## src/rtl/toy_bus_mem_tgt.sv

```systemverilog
// Bus memory target: accepts one request at a time, forwards hits to a
// single-port SRAM and always returns an ack so the bus cannot hang.
module toy_bus_mem_tgt #(
  parameter logic [3:0]  NODE_ID = 4'd5,
  parameter int unsigned MEM_AW  = 12
) (
  input  logic              clk,
  input  logic              rst,
  // Request channel
  input  logic              in_req_vld,
  output logic              in_req_rdy,
  input  logic [31:0]       in_req_addr,
  input  logic [31:0]       in_req_data,
  input  logic [3:0]        in_req_strb,
  input  logic              in_req_opcode,
  input  logic [3:0]        in_req_src_id,
  input  logic [3:0]        in_req_tgt_id,
  // Ack channel
  output logic              in_ack_vld,
  input  logic              in_ack_rdy,
  output logic              in_ack_opcode,
  output logic [31:0]       in_ack_data,
  output logic [3:0]        in_ack_src_id,
  output logic [3:0]        in_ack_tgt_id,
  // SRAM port
  output logic              mem_en,
  output logic              mem_we,
  output logic [MEM_AW-1:0] mem_addr,
  output logic [31:0]       mem_wdata,
  output logic [3:0]        mem_wstrb,
  input  logic [31:0]       mem_rdata
);

  typedef enum logic [1:0] {
    StIdle   = 2'd0,
    StRdWait = 2'd1,
    StAck    = 2'd2
  } state_e;

  state_e      state_q, state_d;
  logic [3:0]  src_q;
  logic        op_q;
  logic        hit_q;
  logic [31:0] data_q;

  logic fire;
  logic hit;

  // Byte-offset bits and bits above the SRAM range are intentionally dropped.
  logic unused_addr;
  assign unused_addr = ^{in_req_addr[31:MEM_AW+2], in_req_addr[1:0]};

  assign hit  = (in_req_tgt_id == NODE_ID);
  // Reset masks the handshake so no SRAM access can leak out while rst is high.
  assign fire = in_req_vld & in_req_rdy & ~rst;

  // Output decode and next-state selection
  always_comb begin
    state_d    = state_q;
    in_req_rdy = 1'b0;
    in_ack_vld = 1'b0;
    unique case (state_q)
      StIdle: begin
        in_req_rdy = 1'b1;
        if (fire) begin
          state_d = (hit && !in_req_opcode) ? StRdWait : StAck;
        end
      end
      StRdWait: state_d = StAck;
      StAck: begin
        in_ack_vld = 1'b1;
        if (in_ack_rdy) state_d = StIdle;
      end
      default: state_d = StIdle;
    endcase
  end

  // SRAM drive comes straight from the request so a read hit returns in N+1
  assign mem_en    = fire & hit;
  assign mem_we    = in_req_opcode;
  assign mem_addr  = in_req_addr[MEM_AW+1:2];
  assign mem_wdata = in_req_data;
  assign mem_wstrb = in_req_strb;

  assign in_ack_opcode = op_q;
  assign in_ack_data   = data_q;
  assign in_ack_src_id = NODE_ID;
  assign in_ack_tgt_id = src_q;

  // State register and latched request context
  always_ff @(posedge clk) begin
    if (rst) begin
      state_q <= StIdle;
      src_q   <= 4'h0;
      op_q    <= 1'b0;
      hit_q   <= 1'b0;
      data_q  <= 32'h0;
    end else begin
      state_q <= state_d;
      if (fire) begin
        src_q  <= in_req_src_id;
        op_q   <= in_req_opcode;
        hit_q  <= hit;
        data_q <= 32'h0;
      end else if (state_q == StRdWait) begin
        data_q <= hit_q ? mem_rdata : 32'h0;
      end
    end
  end

endmodule

```

## config.mk

```make
export PLATFORM = sky130hd
export DESIGN_NAME = toy_bus_mem_tgt
export DESIGN_NICKNAME = d
export VERILOG_FILES = /design/src/rtl/toy_bus_mem_tgt.sv
export SDC_FILE = /design/constraint.sdc
export NUM_CORES = 1
export LEC_CHECK = 0
export ABC_AREA = 1
export CAP_MARGIN = 25
export CORE_MARGIN = 2
export CORE_UTILIZATION = 30
export DETAILED_ROUTE_END_ITERATION = 8
export PLACE_DENSITY = 0.82
export SYNTH_ARGS = -nofsm -noshare
export SYNTH_HDL_FRONTEND = slang
export SYNTH_SLANG_ARGS = --single-unit
```

## constraint.sdc

```tcl
create_clock -name clk -period 1.3 [get_ports clk]
set_input_delay 0.13 -clock clk [delete_from_list [all_inputs] [get_ports clk]]
set_output_delay 0.13 -clock clk [all_outputs]
set_load 0.05 [all_outputs]
```

==> qor.yml, run 1 <==
setup_viol: 1
power_density_nw_per_um2: 794
slowest_delay_ns: 0.35
place_area_um2: 3080
vias: 1700
die_w_um: 86.9
coreArea_um2: 6720
crit_buf_inv: 2
skew_ns: 0.00288
htreeDepth: 2
fin_crit_ns: 1.38
first_pass_iters: 4
wirelength_um: 5000
cts_buffer_depth: 2
root_buffer: "clkbuf_8"
post_drt_via_cell_ratio: 4.59
rsz0062_at_grt: "yes"
port_buffers: 85
syn_to_final_growth_pct: 57.3
hp-class: "primary input to output port"
netlist_instances: 245
yosys.cell_count.top_type: "buf_4"
synth_top_cell_by_area: "dfxtp_1"
wl_per_cell_um: 13.5
end_kind: "output port"
swShare_pct: 24.5
die_h_um: 86.9
worstSkewPairLatency_ns: 0.29
slew_violations: 0
drive_gt1_share_pct: 36.9
grt_pass1_vias: 1705
gp_congestion: 0.655
dieArea_um2: 7540
yosys-top-cells-count: "53 x buf_4, 47 x nand2_1, 40 x dfxtp_1"
crit_type: "register to output port"
setup_tns_ns: -0.0835
synth_area_leaders: "dfxtp_1 39%, buf_4 19%, a21oi_2 13%, nand3_1 9.5%, nand2_1 8.6%"
ys_types: 19
p_seq_share_pct: 48.7
finalInstanceArea_um2: 3240
synth.top_cell.area_share_pct: 38.9
layout_setup_ws_ns: -0.0835
ys.flop_type: "dfxtp_1"
start_util_pct: 30.7
fin_total_pwr_w: 0.00257
final_net_count: 403
power_leakage_nw: 1.17
min_period_over_period_pct: 106
num_rows: 30
drc: 0
start_kind: "register"
grt_max_degree: 34
grt_overflow: 0
ys_seq_area_share_pct: 38.9
cts_buffers: 5
yosys_warnings: 0
clock_sinks: 40
cp.required_ns: 1.17
antenna_cells: 0
syn_area_um2: 2060
pre_cts_ws_ns: -0.0289
maxCapViolCount: 0
power_frac_comb_pct: 16.7
critPathTopFamily: "simple AND/OR/NAND/NOR gates"
p_int_w: 0.00194
grt_pass1_wl_um: 8220
ios: 206
hpwlAfterDp_um: 3720
nFillCells: 607
antenna_found_initial: 0
peakVddDrop_uv: 358
clockPowerShare_pct: 34.6
track_usage_pct: 13.8
fmax_ghz: 0.723
cp.arrival_ns: 1.25
path_max_fanout: 3
crit_slowest_cell: "dfxtp_2"
syn_avg_cell_area_um2: 8.41
async_flop_share_pct: 0
run_status: "finished, violations left"
cts.clk_slew.worst_paths_ns: 0.07
cts_tree: "yes"
synth-edff-count: 0
final_antenna_net_count: 0
synth-seq-cells: 40
violations: "negative setup slack"
cp_cell_sequence: "nor2_4 > nand2_4 > nor2_8 > nand3_4 > clkinvlp_4 > buf_12"
finalHoldViolCount: 0
drt_iter0_markers: 39
p_switching_w: 0.000630
[power groups by stage]
stage                     clock network (W)  logic (W)  registers [W]
after floorplan                           0   0.000545        0.00131
after global placement                    0   0.000409        0.00128
after detailed placement                  0   0.000412        0.00128
after CTS                          0.000928   0.000434        0.00125
after global routing               0.000976   0.000454        0.00125
final                              0.000890   0.000430        0.00125
[sequential cells by signal, indices dropped and copies added (netlist names)]
signal         cells
state_q            2
in_ack_data       32
in_ack_tgt_id      4
in_ack_opcode      1
hit_q              1
[metrics by stage]
step	util, %	hold WS, ns	cells
floorplan	-	0.192	247
global placement	45.9	0.260	358
detailed placement	45.9	0.260	358
CTS	48.1	0.260	370
global route	48.2	0.260	370
finish	48.2	0.260	370
[path summary, 6_finish.rpt]
path	start	end	slack, ns	depth (start not counted)
max	state_q[0]	mem_en	-0.08	6
min	in_req_addr[12]	mem_addr[10]	0.26	0
max reg2reg	state_q[1]	in_ack_data[5]	0.09	5
min reg2reg	in_ack_data[19]	in_ack_data[19]	0.51	2
[logic make-up (layout without fill, tap and decap cells)]
family / count (synthesis) / count (layout) / share of synthesized area (%)
AO/OA/AOI/OAI: 33 / 33 / 13.5
buffers and inverters: 74 / 117 / 24.8
flip-flops: 40 / 40 / 38.9
other: 2 / 4 / 0.365
AND/OR/NAND/NOR: 96 / 96 / 22.5
[worst reg2reg max path: cells and delay by family, from the launching register on]
kind	cells	cell delay, ns
AOI/OAI and AO/OA	1	0.13
buffers and inverters	2	0.34
DFF	1	0.37
and+or+nand+nor	2	0.32
[placed cells by master, fill, tap and decap left out]
| cell type | Yosys | final |
|---|---|---|
| nor2_4 | 1 | 2 |
| nor2_2 | 2 | 1 |
| nor2_1 | 2 | 2 |
| nand2_1 | 47 | 47 |
| conb_1 | 2 | 4 |
| a21oi_1 | 3 | 3 |
| inv_2 | 2 | 1 |
| dfxtp_1 | 40 | 38 |
| inv_1 | 6 | 5 |
| clkdlybuf4s50_1 | 0 | 44 |
| dfxtp_2 | 0 | 1 |
| nor2_8 | 1 | 1 |
| a21oi_2 | 30 | 30 |
| buf_12 | 0 | 44 |
| nand3_4 | 0 | 1 |
| buf_4 | 53 | 13 |
| dfxtp_4 | 0 | 1 |
| clkinvlp_4 | 0 | 1 |
| nand2_4 | 2 | 2 |
| inv_6 | 0 | 1 |
| nand3_1 | 39 | 39 |
| clkbuf_8 | 0 | 7 |
| nand3b_1 | 1 | 1 |
| buf_6 | 3 | 1 |
[cell type report]
type | instances | area [um2] | share of cell area (%)
Sequential cell | 40 | 806 | 24.9
Clock buffer | 7 | 96.3 | 2.97
Multi-Input combinational cell | 133 | 768 | 23.7
Tap cell | 80 | 100 | 3.09
Timing Repair Buffer | 102 | 1430 | 44.1
Inverter | 8 | 38.8 | 1.20
[repair_timing]
| item | in CTS | in global routing |
|---|---|---|
| buffers inserted | 5 | 0 |
| cloned | 0 | 0 |
| endpoints found under the setup margin | 10 | 9 |
| resized for setup | 2 | 2 |
| hold buffers | 0 | 0 |
| pin swaps | 3 | 1 |
[routing by layer]
metal  vias to the layer above  wire length (um)  global-route usage (%)  share of wire, %
met3                        12               469                    5.21               9.4
met1                       777              2000                    15.4                40
met2                        86              2460                    24.1                49
met4                         0                67                    4.55               1.3
li1                        825                 -                       -                 -
met5                         -                 0                       0                 0
Power figures use the tool's default switching activity.
==> inputs of run 2 (changes only) <==
--- a/config.mk
+++ b/config.mk
@@ -11,6 +11,7 @@
 export CORE_UTILIZATION = 30
 export DETAILED_ROUTE_END_ITERATION = 8
 export PLACE_DENSITY = 0.82
+export SKIP_LAST_GASP = 1
 export SYNTH_ARGS = -nofsm -noshare
 export SYNTH_HDL_FRONTEND = slang
 export SYNTH_SLANG_ARGS = --single-unit
==> results of run 2 <==
The final DEF is identical to that of run 1; final timing and power are the same.
==> inputs of run 3 (changes only) <==
--- a/config.mk
+++ b/config.mk
@@ -12,6 +12,7 @@
 export DETAILED_ROUTE_END_ITERATION = 8
 export PLACE_DENSITY = 0.82
 export SKIP_LAST_GASP = 1
+export SLEW_MARGIN = 0
 export SYNTH_ARGS = -nofsm -noshare
 export SYNTH_HDL_FRONTEND = slang
 export SYNTH_SLANG_ARGS = --single-unit
==> results of run 3 <==
The final DEF is identical to that of run 1; final timing and power are the same.
